`src/rtl/upcounter_ctrl.sv`:
```
// upcounter_ctrl: start/stop/pause controlled up-counter with one-shot and
// periodic modes. Terminal count and mode are captured when a run starts.
module upcounter_ctrl #(
    parameter int unsigned WIDTH = 4
) (
    input  logic             clock,
    input  logic             reset,
    input  logic             start,
    input  logic             stop,
    input  logic             pause,
    input  logic             mode,
    input  logic [WIDTH-1:0] limit,
    output logic [WIDTH-1:0] count,
    output logic             busy,
    output logic             done,
    output logic             wrap
);

    typedef enum logic [1:0] {
        S_IDLE,
        S_RUN,
        S_HOLD,
        S_DONE
    } state_t;

    localparam logic [WIDTH-1:0] ONE = {{(WIDTH-1){1'b0}}, 1'b1};

    state_t           r_state;
    state_t           w_state_nxt;
    logic [WIDTH-1:0] r_count;
    logic [WIDTH-1:0] w_count_nxt;
    logic [WIDTH-1:0] r_limit_q;
    logic [WIDTH-1:0] w_limit_nxt;
    logic             r_mode_q;
    logic             w_mode_nxt;
    logic             r_busy;
    logic             w_busy_nxt;
    logic             r_wrap;
    logic             w_wrap_nxt;

    // State and registered outputs; reset dominates every other input.
    always_ff @(posedge clock) begin
        if (reset) begin
            r_state   <= S_IDLE;
            r_count   <= '0;
            r_limit_q <= '0;
            r_mode_q  <= 1'b0;
            r_busy    <= 1'b0;
            r_wrap    <= 1'b0;
        end else begin
            r_state   <= w_state_nxt;
            r_count   <= w_count_nxt;
            r_limit_q <= w_limit_nxt;
            r_mode_q  <= w_mode_nxt;
            r_busy    <= w_busy_nxt;
            r_wrap    <= w_wrap_nxt;
        end
    end

    // Next-state and next-output decode: stop > pause > count/terminal.
    always_comb begin
        w_state_nxt = r_state;
        w_count_nxt = r_count;
        w_limit_nxt = r_limit_q;
        w_mode_nxt  = r_mode_q;
        w_wrap_nxt  = 1'b0;

        unique case (r_state)
            S_IDLE: begin
                w_count_nxt = '0;
                if (start && !stop) begin
                    w_state_nxt = S_RUN;
                    w_limit_nxt = limit;
                    w_mode_nxt  = mode;
                end
            end
            S_RUN: begin
                if (stop) begin
                    w_state_nxt = S_IDLE;
                    w_count_nxt = '0;
                end else if (pause) begin
                    w_state_nxt = S_HOLD;
                end else if (r_count != r_limit_q) begin
                    w_count_nxt = r_count + ONE;
                end else if (r_mode_q) begin
                    w_count_nxt = '0;
                    w_wrap_nxt  = 1'b1;
                end else begin
                    w_state_nxt = S_DONE;
                end
            end
            S_HOLD: begin
                if (stop) begin
                    w_state_nxt = S_IDLE;
                    w_count_nxt = '0;
                end else if (!pause) begin
                    w_state_nxt = S_RUN;
                end
            end
            S_DONE: begin
                w_state_nxt = S_IDLE;
                w_count_nxt = '0;
            end
            default: begin
                w_state_nxt = S_IDLE;
                w_count_nxt = '0;
            end
        endcase

        w_busy_nxt = (w_state_nxt == S_RUN) || (w_state_nxt == S_HOLD);
    end

    assign count = r_count;
    assign busy  = r_busy;
    assign wrap  = r_wrap;
    assign done  = (r_state == S_DONE);

endmodule
```
`config.mk`:
```
export PLATFORM = sky130hd
export DESIGN_NAME = upcounter_ctrl
export DESIGN_NICKNAME = d
export VERILOG_FILES = /design/src/rtl/upcounter_ctrl.sv
export SDC_FILE = /design/constraint.sdc
export NUM_CORES = 1
export LEC_CHECK = 0
export ABC_CLOCK_PERIOD_IN_PS = 1700
export BUFFER_PORTS_ARGS = -buffer_cell sky130_fd_sc_hd__buf_2
export CORE_ASPECT_RATIO = 0.9
export CORE_UTILIZATION = 40
export CTS_BUF_LIST = sky130_fd_sc_hd__clkbuf_4 sky130_fd_sc_hd__clkbuf_8
export DETAILED_ROUTE_END_ITERATION = 16
export PLACE_DENSITY = 0.67
export SYNTH_ARGS = -nofsm -noshare
export SYNTH_HDL_FRONTEND = slang
export SYNTH_SLANG_ARGS = --single-unit
```
`constraint.sdc`:
```
create_clock -name clock -period 1.7 [get_ports clock]
set_clock_uncertainty 0.1 [all_clocks]
set_input_delay 0.255 -clock clock [delete_from_list [all_inputs] [get_ports clock]]
set_output_delay 0.255 -clock clock [all_outputs]
set_load 0.01 [all_outputs]
```
==> flow_metrics.tcl <==
set metrics [dict create \
    rows 13 \
    dp_slack_ns -0.102 \
    hold_path_class "input port to register" \
    final_common_cell "buf_2" \
    portBuffers 16 \
    stdcell_count 123 \
    drt_iter0_markers 1 \
    fin_nets 113 \
    antenna_cells 0 \
    worstPathMaxFanout 2 \
    timing.final.crit_period_ns 1.80 \
    cp-start-kind "register" \
    die-height_um 40.9 \
    wl_per_cell_um 11.0 \
    synth_nets 85 \
    viasPerCell 4.93 \
    path_class "register to register" \
    cts.sinks 13 \
    post-route-period-util_pct 106 \
    synth_cells 74 \
    cts_buffers 3 \
    fmax_mhz 556 \
    ys_warn_count 0 \
    drv_slew 0 \
    hold_violations 0 \
    violations "setup timing" \
    p_leak_nw 0.437 \
    ys_async_sr_fraction_pct 0 \
    drt_pass1_iterations 2 \
    hpwl_um 1050 \
    status "finished with violations" \
    r2r_setup_slack_ns -0.1 \
    setup_viol 4 \
    die-area_sq_um 1850 \
    synth_edf_count 0 \
    cts.clk_slew.worst_paths_ns 0.08 \
    setup_ws_ns -0.0978 \
    die_w_um 45.2 \
    cts_root_buffer "clkbuf_4" \
    drv_cap 0 \
    ys_seq_area_share_pct 38.7 \
    drc 0 \
    grt_max_degree 11 \
    synth_flop_cell "dfxtp_1" \
    start_util_pct 44.5 \
    clock_latency_ns 0.28 \
    cp.required_ns 1.77 \
    hold_depth 3 \
    slew_headroom_pct 80.8 \
    whs_ns 0.107 \
    antenna_found_initial 0 \
    num_vias 606 \
    rr_endpoint "busy" \
    ys_seq_elements 13 \
    htree_levels 1 \
    final_layout_size_suffix_gt1_share_pct 38.6 \
    finalSetupTns_ns -0.243 \
    vdd_drop_max_mv 0.374 \
    r2r_cells 4 \
    area_delta_synth_final_pct 34.4 \
    hold_end "r_limit_q[0]" \
    worstSetupEndpointType "register" \
    syn_avg_cell_area_sq_um 9.10 \
    grt_pass1_vias 544 \
    grt_overflow 0 \
    post-place-cells 119 \
    netlist_area_sq_um 673 \
    routed_wirelength_um 1350 \
    rsz0062_at_grt "true" \
    tightest_slew_ns 0.288 \
    cp.arrival_ns 1.87 \
    finalPower_mw 0.625 \
    cts_tree "built" \
    rr_startpoint "r_limit_q[0]" \
    grtUsageTotal_pct 18.3 \
    ant_nets 0 \
    clock_path_buffers 2 \
    power-per-cell-area_nw_per_um2 691 \
    hold_path_startpoint "limit[0]" \
    synth.distinct_cells 30 \
    io_pins 17 \
    layout_common_cells "buf_2 (16), dfxtp_1 (11), buf_4 (11), nor2_1 (7)" \
    gp_congestion 0.772 \
    core_area_sq_um 1510 \
    grt_pass1_wl_um 2320 \
]
[critical path, cell delays in order (launching register included)]
cell      delay, ns
dfxtp_2        0.33
xor2_1         0.16
or4_4          0.54
a211oi_2       0.24
mux2_4         0.32
[cell usage after synthesis, types with 2 or more instances]
cell / n / area (sq um)
dfxtp_1: 13 / 260
nor2_1: 7 / 26.3
mux2i_1: 5 / 50.1
xor2_1: 5 / 43.8
nand2_1: 4 / 15.0
a21o_1: 3 / 22.5
clkbuf_1: 3 / 11.3
nand2b_1: 3 / 18.8
nand3_1: 3 / 15.0
nor3_1: 3 / 15.0
a211oi_1: 2 / 15.0
a21oi_1: 2 / 10.0
nor2b_1: 2 / 12.5
nor4_1: 2 / 12.5
or3_1: 2 / 12.5
[flip-flops by register name (all words and copies together) (netlist names)]
name,count
count,4
r_limit_q,4
r_state,2
busy,1
r_mode_q,1
wrap,1
[cell type report]
type | count | area (sq um)
Fill cell | 147 | 608
Multi-Input combinational cell | 56 | 420
Sequential cell | 13 | 263
Timing Repair Buffer | 27 | 163
Tap cell | 22 | 27.5
Clock buffer | 3 | 22.5
Clock inverter | 1 | 5.00
Inverter | 1 | 3.75
[routing by layer]
metal  GRT usage (%)  up-vias  routed length, um
met5               0        -                  0
met4            4.55        0                  0
met1            22.7      276                663
met2            30.4       11                631
li1                -      319                  -
met3            6.61        0                 51
[through the flow]
| stage | area (sq um) | util (%) |
|---|---|---|
| final | 905 | 59.8 |
| after CTS | 895 | 59.1 |
| after detailed placement | 848 | 56.1 |
| after global placement | 848 | 56.1 |
| after floorplan | 674 | - |
| after global routing | 905 | 59.8 |
[worst max-delay path by stage]
stage	from	to	slack [ns]	cells past startpoint
6_report	r_limit_q[0]	busy	-0.1	4
4_1_cts	r_limit_q[0]	busy	-0.11	4
3_5_place_dp	r_limit_q[0]	busy	-0.10	4
3_3_place_gp	r_limit_q[0]	busy	-0.08	4
5_1_grt	r_limit_q[0]	busy	-0.16	4
2_1_floorplan	count[0]	busy	-0.13	4
[where the power goes]
part	switching, mW	leakage (nW)	internal, mW	total [mW]
registers	0.00890	0.107	0.314	0.323
clock network	0.106	0.0177	0.0872	0.193
logic	0.0510	0.312	0.0574	0.108
[cells by family (layout without fill, tap and decap cells)]
kind of cell,after synthesis,count (layout),share of synthesized area (%)
AND/OR/NAND/NOR,31,31,25.1
AO/OA/AOI/OAI,13,13,15.8
flip-flops,13,13,38.7
multiplexers,6,6,9.11
XOR/XNOR,5,5,6.51
buffers and inverters,5,32,2.97
adder cells (fa/ha/maj),1,1,1.86
[what timing repair did]
action,CTS,global route
buffers inserted,0,0
resized for setup,3,2
endpoints found under the setup margin,5,5
pin swaps,4,3
hold buffers,0,0
No activity file was read; power rests on OpenSTA's default activity.
